$ cat config.mk
export PLATFORM = sky130hd
export DESIGN_NAME = uart_buf_tx
export DESIGN_NICKNAME = d
export VERILOG_FILES = /design/src/rtl/uart_buf_tx.sv
export SDC_FILE = /design/constraint.sdc
export NUM_CORES = 1
export LEC_CHECK = 0
export ABC_AREA = 1
export CAP_MARGIN = 5
export CORE_ASPECT_RATIO = 1.75
export CORE_UTILIZATION = 50
export CTS_CLUSTER_SIZE = 25
export DETAILED_ROUTE_END_ITERATION = 16
export GPL_TIMING_DRIVEN = 1
export MAX_ROUTING_LAYER = met4
export PLACE_DENSITY = 0.71
export REMOVE_ABC_BUFFERS = 1
export SLEW_MARGIN = 15
export SYNTH_ARGS = -nofsm -noshare
export SYNTH_HDL_FRONTEND = slang
export SYNTH_SLANG_ARGS = --single-unit
$ cat constraint.sdc
create_clock -name clk -period 3 [get_ports clk]
set_input_delay 0.45 -clock clk [delete_from_list [all_inputs] [get_ports clk]]
set_output_delay 0.45 -clock clk [all_outputs]
set_load 0.03 [all_outputs]
$ cat src/rtl/uart_buf_tx.sv
// uart_buf_tx: FIFO-buffered UART transmitter, back-to-back frames with no idle gap.
// Define UART_TX_PARITY_EN to insert an even-parity bit between the data bits and the stop bit.
module uart_buf_tx #(
   parameter int DATA_WIDTH = 8,
   parameter int BAUD_RATE  = 9600,
   parameter int CLK_FREQ   = 100_000_000,
   parameter int FIFO_DEPTH = 8
) (
   input  logic                          clk,
   input  logic                          rstn,
   input  logic [DATA_WIDTH-1:0]         wr_data,
   input  logic                          wr_valid,
   output logic                          wr_ready,
   output logic                          tx,
   output logic                          busy,
   output logic [$clog2(FIFO_DEPTH):0]   fifo_count
);
   localparam int PULSE_WIDTH = CLK_FREQ / BAUD_RATE;
   localparam int AW = $clog2(FIFO_DEPTH);
   localparam int CW = PULSE_WIDTH > 1 ? $clog2(PULSE_WIDTH) : 1;
   localparam int BW = DATA_WIDTH > 1 ? $clog2(DATA_WIDTH) : 1;
   typedef enum logic [2:0] {
      IDLE, START, DATA,
`ifdef UART_TX_PARITY_EN
      PARITY,
`endif
      STOP
   } state_t;
   state_t state, state_n;
   logic [CW-1:0] baud, baud_n;
   logic [BW-1:0] bitc, bitc_n;
   logic [DATA_WIDTH-1:0] sh, sh_n;
   logic [DATA_WIDTH-1:0] mem [FIFO_DEPTH];
   logic [AW-1:0] wp, rp;
   logic [AW:0] cnt;
   logic push, pop, last, tx_n;
`ifdef UART_TX_PARITY_EN
   logic par, par_n;
`endif
   assign wr_ready   = cnt != (AW+1)'(FIFO_DEPTH);
   assign push       = wr_valid && wr_ready;
   assign busy       = state != IDLE || cnt != 0;
   assign fifo_count = cnt;
   assign last       = baud == CW'(PULSE_WIDTH - 1);
   always_comb begin
      pop     = 1'b0;
      state_n = state;
      baud_n  = last ? '0 : baud + 1'b1;
      bitc_n  = bitc;
      sh_n    = sh;
`ifdef UART_TX_PARITY_EN
      par_n   = par;
`endif
      case (state)
         IDLE: begin
            baud_n = '0;
            if (cnt != 0) begin
               pop     = 1'b1;
               state_n = START;
            end
         end
         START: if (last) begin
            state_n = DATA;
            bitc_n  = '0;
         end
         DATA: if (last) begin
            sh_n   = sh >> 1;
            bitc_n = bitc + 1'b1;
`ifdef UART_TX_PARITY_EN
            if (bitc == BW'(DATA_WIDTH - 1)) state_n = PARITY;
`else
            if (bitc == BW'(DATA_WIDTH - 1)) state_n = STOP;
`endif
         end
`ifdef UART_TX_PARITY_EN
         PARITY: if (last) state_n = STOP;
`endif
         STOP: if (last) begin
            pop     = cnt != 0;
            state_n = pop ? START : IDLE;
         end
         default: state_n = IDLE;
      endcase
      if (pop) begin
         sh_n  = mem[rp];
`ifdef UART_TX_PARITY_EN
         par_n = ^mem[rp];
`endif
      end
      // tx is registered, so it is driven from the state being entered
`ifdef UART_TX_PARITY_EN
      tx_n = state_n == START ? 1'b0 : state_n == DATA ? sh_n[0] : state_n == PARITY ? par_n : 1'b1;
`else
      tx_n = state_n == START ? 1'b0 : state_n == DATA ? sh_n[0] : 1'b1;
`endif
   end
   always_ff @(posedge clk or negedge rstn) begin
      if (!rstn) begin
         state <= IDLE;
         baud  <= '0;
         bitc  <= '0;
         sh    <= '0;
         tx    <= 1'b1;
         wp    <= '0;
         rp    <= '0;
         cnt   <= '0;
`ifdef UART_TX_PARITY_EN
         par   <= 1'b0;
`endif
      end else begin
         state <= state_n;
         baud  <= baud_n;
         bitc  <= bitc_n;
         sh    <= sh_n;
         tx    <= tx_n;
         if (push) wp <= wp + 1'b1;
         if (pop) rp <= rp + 1'b1;
         cnt   <= cnt + (AW+1)'(push) - (AW+1)'(pop);
`ifdef UART_TX_PARITY_EN
         par   <= par_n;
`endif
      end
   end
   always_ff @(posedge clk) if (push) mem[wp] <= wr_data;
endmodule

==> results.rst <==
.. list-table::
   :header-rows: 1

   * - Metric
     - Value
   * - Post-synthesis sequential area ratio
     - 62.5%
   * - Top-Level Pins
     - 18
   * - Async SR Flop Fraction
     - 37.9%
   * - Total number of vias
     - 3069
   * - Psw
     - 1.59 mW
   * - Fraction of power consumed by combinational cells
     - 31.4%
   * - Count of flip-flops with a built-in enable after synthesis
     - 64
   * - Setup repair after global routing missed its margin
     - no
   * - Final setup viols
     - 0
   * - First-pass iteration count of the detailed router
     - 4
   * - Final Hold Viols
     - 0
   * - Count of nets after finishing
     - 474
   * - Sort of element at the start of the critical path
     - flop
   * - Number of sinks handled by clock tree synthesis
     - 103
   * - Via count of the first global-routing pass
     - 3149
   * - Buffer type at the clock tree root
     - sky130_fd_sc_hd__clkbuf_16
   * - Total clock buffers created by CTS
     - 9
   * - Initial antenna violation count
     - 0
   * - Share of layout cells above drive strength 1
     - 9.41%
   * - Chip Height
     - 129 um
   * - Number of filler instances in the final layout
     - 786
   * - Pin count of the biggest net entering global routing
     - 40
   * - Upper clock frequency limit
     - 415 MHz
   * - Slew @ Worst Pin
     - 0.866 ns
   * - Clock share of power
     - 24.3%
   * - Total of hold buffers inserted after clock tree synthesis
     - 0
   * - Number of different library cells in the post-synthesis netlist
     - 42
   * - Clock tree from TritonCTS
     - built
   * - Non-Filler Cell Area, Final
     - 5190 um2
   * - Post-Syn Area
     - 4640 um2
   * - Data arrival time of the critical path
     - 1.96 ns
   * - Global-route usage over all layers
     - 23.2%
   * - Initial standard-cell utilization of the core
     - 51.3%
   * - IR drop worst, VDD
     - 0.458 mV
   * - Total congestion overflow
     - 0
   * - Dominant synthesized flop cell
     - sky130_fd_sc_hd__edfxtp_1
   * - Detailed-route DRC error count
     - 0
   * - Mean cell area of the mapped netlist
     - 10.7 um2
   * - Wire length per cell after detailed routing
     - 17.1 um
   * - Post-synth top area share
     - 41.4%
   * - Synthesized flop and latch total
     - 103
   * - Ant diodes
     - 0
   * - Slew HR
     - 42.2%
   * - Slowest cell delay on critical path
     - 0.59 ns
   * - Number of warnings reported in the yosys synthesis log
     - 0
   * - Half-perimeter wire length after placement
     - 7350 um
   * - List of cells traversed by the critical path
     - inv_1 -> nand3_2 -> inv_1 -> nand2_1 -> clkdlybuf4s50_1
   * - Status
     - complete, no violations
   * - Worst R2R Setup Slack
     - 0.67 ns
   * - Worst Clk Skew
     - 0.00763 ns
   * - Switching power share of the total
     - 36.0%
   * - Ratio of routed vias to standard cells
     - 5.32
   * - Violation count after the first detailed-route iteration
     - 175
   * - Quantity of I/O buffers inserted on ports
     - 17
   * - Endpoint of the worst register-to-register path
     - fifo_count[2]
   * - Clock-pin slew on the worst setup and hold paths
     - 0.07 ns
   * - Total die area
     - 9680 um2
   * - Worst Setup Path Type
     - reg -> out
   * - Data required time at the worst endpoint
     - 2.55 ns
   * - Final TNS setup
     - 0 ns
   * - Gp weighted congestion
     - 0.908
   * - Critical path capture point type
     - output port
   * - Final critical delay including setup and external delays
     - 2.41 ns
   * - H-tree Lvls
     - 3
   * - Crit-path most repeated cell
     - sky130_fd_sc_hd__inv_1
   * - Leakage power of the design
     - 2.11 nW
   * - Cells taking the most area after synthesis
     - sky130_fd_sc_hd__edfxtp_1, sky130_fd_sc_hd__dfrtp_1, sky130_fd_sc_hd__nand2_1
   * - Std-Cell Rows
     - 46
   * - Gate Count Post-Synth
     - 434
   * - Final count of pins violating max slew
     - 0
   * - Placeable core region
     - 9040 um2
   * - Share of the clock period used by the worst path after layout
     - 80.2%
   * - Post-CTS Resized
     - 0
   * - Standard cell with the maximum stage delay on the critical path
     - sky130_fd_sc_hd__clkdlybuf4s50_1
   * - Layout area overhead
     - 11.9%
   * - Post-DP Area
     - 4920 um2
   * - R2r startpoint
     - baud[0]
   * - Deepest clock path buffer count
     - 2
   * - Leading area contributor after synthesis
     - sky130_fd_sc_hd__edfxtp_1
   * - Internal cell power
     - 2.84 mW
   * - Clock latency reported for the late side of the worst-skew pair
     - 0.34 ns
   * - First-pass GRT wire length
     - 15500 um
   * - Final wirelength
     - 9860 um
   * - Power density relative to cell area
     - 854 nW/um2
   * - Largest fanout of any net on the critical path
     - 5
   * - Number of setup buffers added after CTS
     - 0
   * - Core utilization of the finished layout
     - 57.4%
   * - Hold WC Path Type
     - in -> async
   * - Horiz. Die Dim
     - 74.8 um
   * - Maximum capacitance violations
     - 0
   * - Path depth of the worst reg2reg path
     - 13
   * - Sequential share of power
     - 44.4%
   * - Final ANT Viol Nets
     - 0
==> metrics by stage <==
step / hold slack [ns] / worst slack (ns) / cells / power [mW]
after global placement: 0.433 / 0.733 / 561 / 3.34
after floorplan: 0.154 / 0.645 / 423 / 2.91
after global routing: 0.285 / 0.489 / 577 / 4.68
final: 0.219 / 0.593 / 577 / 4.43
after detailed placement: 0.450 / 0.669 / 561 / 3.38
after CTS: 0.248 / 0.586 / 577 / 4.44
==> cell type report <==
type | instances | area [um2] | area share, %
Sequential cell | 103 | 2900 | 55.9
Multi-Input combinational cell | 270 | 1500 | 28.9
Clock buffer | 10 | 229 | 4.41
Inverter | 50 | 193 | 3.71
Timing Repair Buffer | 18 | 173 | 3.33
Tap cell | 120 | 150 | 2.89
Clock inverter | 6 | 45.0 | 0.868
==> cell usage after synthesis (7+ instances only) <==
master                      n
sky130_fd_sc_hd__nand3_1   15
sky130_fd_sc_hd__inv_1     43
sky130_fd_sc_hd__nor3_1     8
sky130_fd_sc_hd__o21ai_0   32
sky130_fd_sc_hd__ha_1      10
sky130_fd_sc_hd__dfrtp_1   38
sky130_fd_sc_hd__nor2_1    48
sky130_fd_sc_hd__nand2_1   84
sky130_fd_sc_hd__clkbuf_1   7
sky130_fd_sc_hd__edfxtp_1  64
sky130_fd_sc_hd__o22ai_1   12
sky130_fd_sc_hd__a21oi_1   11
==> state kept, by name (all words and copies together), names as in the netlist <==
| register | count |
|---|---|
| state | 3 |
| sh | 8 |
| mem | 64 |
| fifo_count | 4 |
| tx | 1 |
| rp | 3 |
| baud | 14 |
| bitc | 3 |
| wp | 3 |
==> metal layers <==
metal	share of wire, %	up-vias	global-route usage, %
met5	0	-	-
met4	4.0	0	13.0
met3	2.0	29	3.73
met2	56	50	40.6
met1	38	1488	23.9
li1	-	1502	-
==> cell families (layout without fill, tap and decap cells) <==
group / count (synthesis) / count (layout) / synth area share [%]
DFF: 103 / 103 / 62.5
AOI/OAI and AO/OA: 69 / 69 / 8.87
and+or+nand+nor: 182 / 182 / 19.0
other: 1 / 1 / 0.0808
adders and majority gates: 11 / 11 / 3.13
buffers and inverters: 61 / 84 / 5.15
xor gates and xnor gates: 7 / 7 / 1.32
==> layout by cell type, fill, tap and decap left out, types with 6 or more instances in the layout <==
master,instances
sky130_fd_sc_hd__clkdlybuf4s50_1,16
sky130_fd_sc_hd__nand3_1,15
sky130_fd_sc_hd__o21ai_0,32
sky130_fd_sc_hd__a21oi_1,11
sky130_fd_sc_hd__nor3_1,8
sky130_fd_sc_hd__nor2_1,48
sky130_fd_sc_hd__ha_1,10
sky130_fd_sc_hd__nand4_1,6
sky130_fd_sc_hd__o211ai_1,6
sky130_fd_sc_hd__nand2_1,84
sky130_fd_sc_hd__inv_1,43
sky130_fd_sc_hd__clkbuf_16,9
sky130_fd_sc_hd__dfrtp_1,38
sky130_fd_sc_hd__edfxtp_1,64
sky130_fd_sc_hd__o22ai_1,12
==> power groups by stage <==
stage | combinational (mW) | sequential (mW) | clock, mW
after floorplan | 0.869 | 2.04 | 0
after global placement | 1.35 | 1.98 | 0
after detailed placement | 1.39 | 1.99 | 0
after CTS | 1.39 | 1.97 | 1.09
after global routing | 1.55 | 1.99 | 1.14
final | 1.39 | 1.97 | 1.08
==> critical path: cells and delay by family, from the launching register on <==
family / cells / cell delay [ns]
buffers and inverters: 3 / 0.93
and+or+nand+nor: 2 / 0.26
DFF: 1 / 0.42
==> how the worst max path moves through the flow <==
| stage | start | endpoint | slack [ns] |
|---|---|---|---|
| 2_1_floorplan | fifo_count[2] | fifo_count[2] | 0.65 |
| 3_3_place_gp | wr_valid | mem[3][5] | 0.73 |
| 3_5_place_dp | wr_valid | mem[5][5] | 0.67 |
| 4_1_cts | state[1] | busy | 0.59 |
| 5_1_grt | baud[0] | fifo_count[2] | 0.49 |
| 6_report | state[0] | busy | 0.59 |
(Power assumes the default switching activity.)
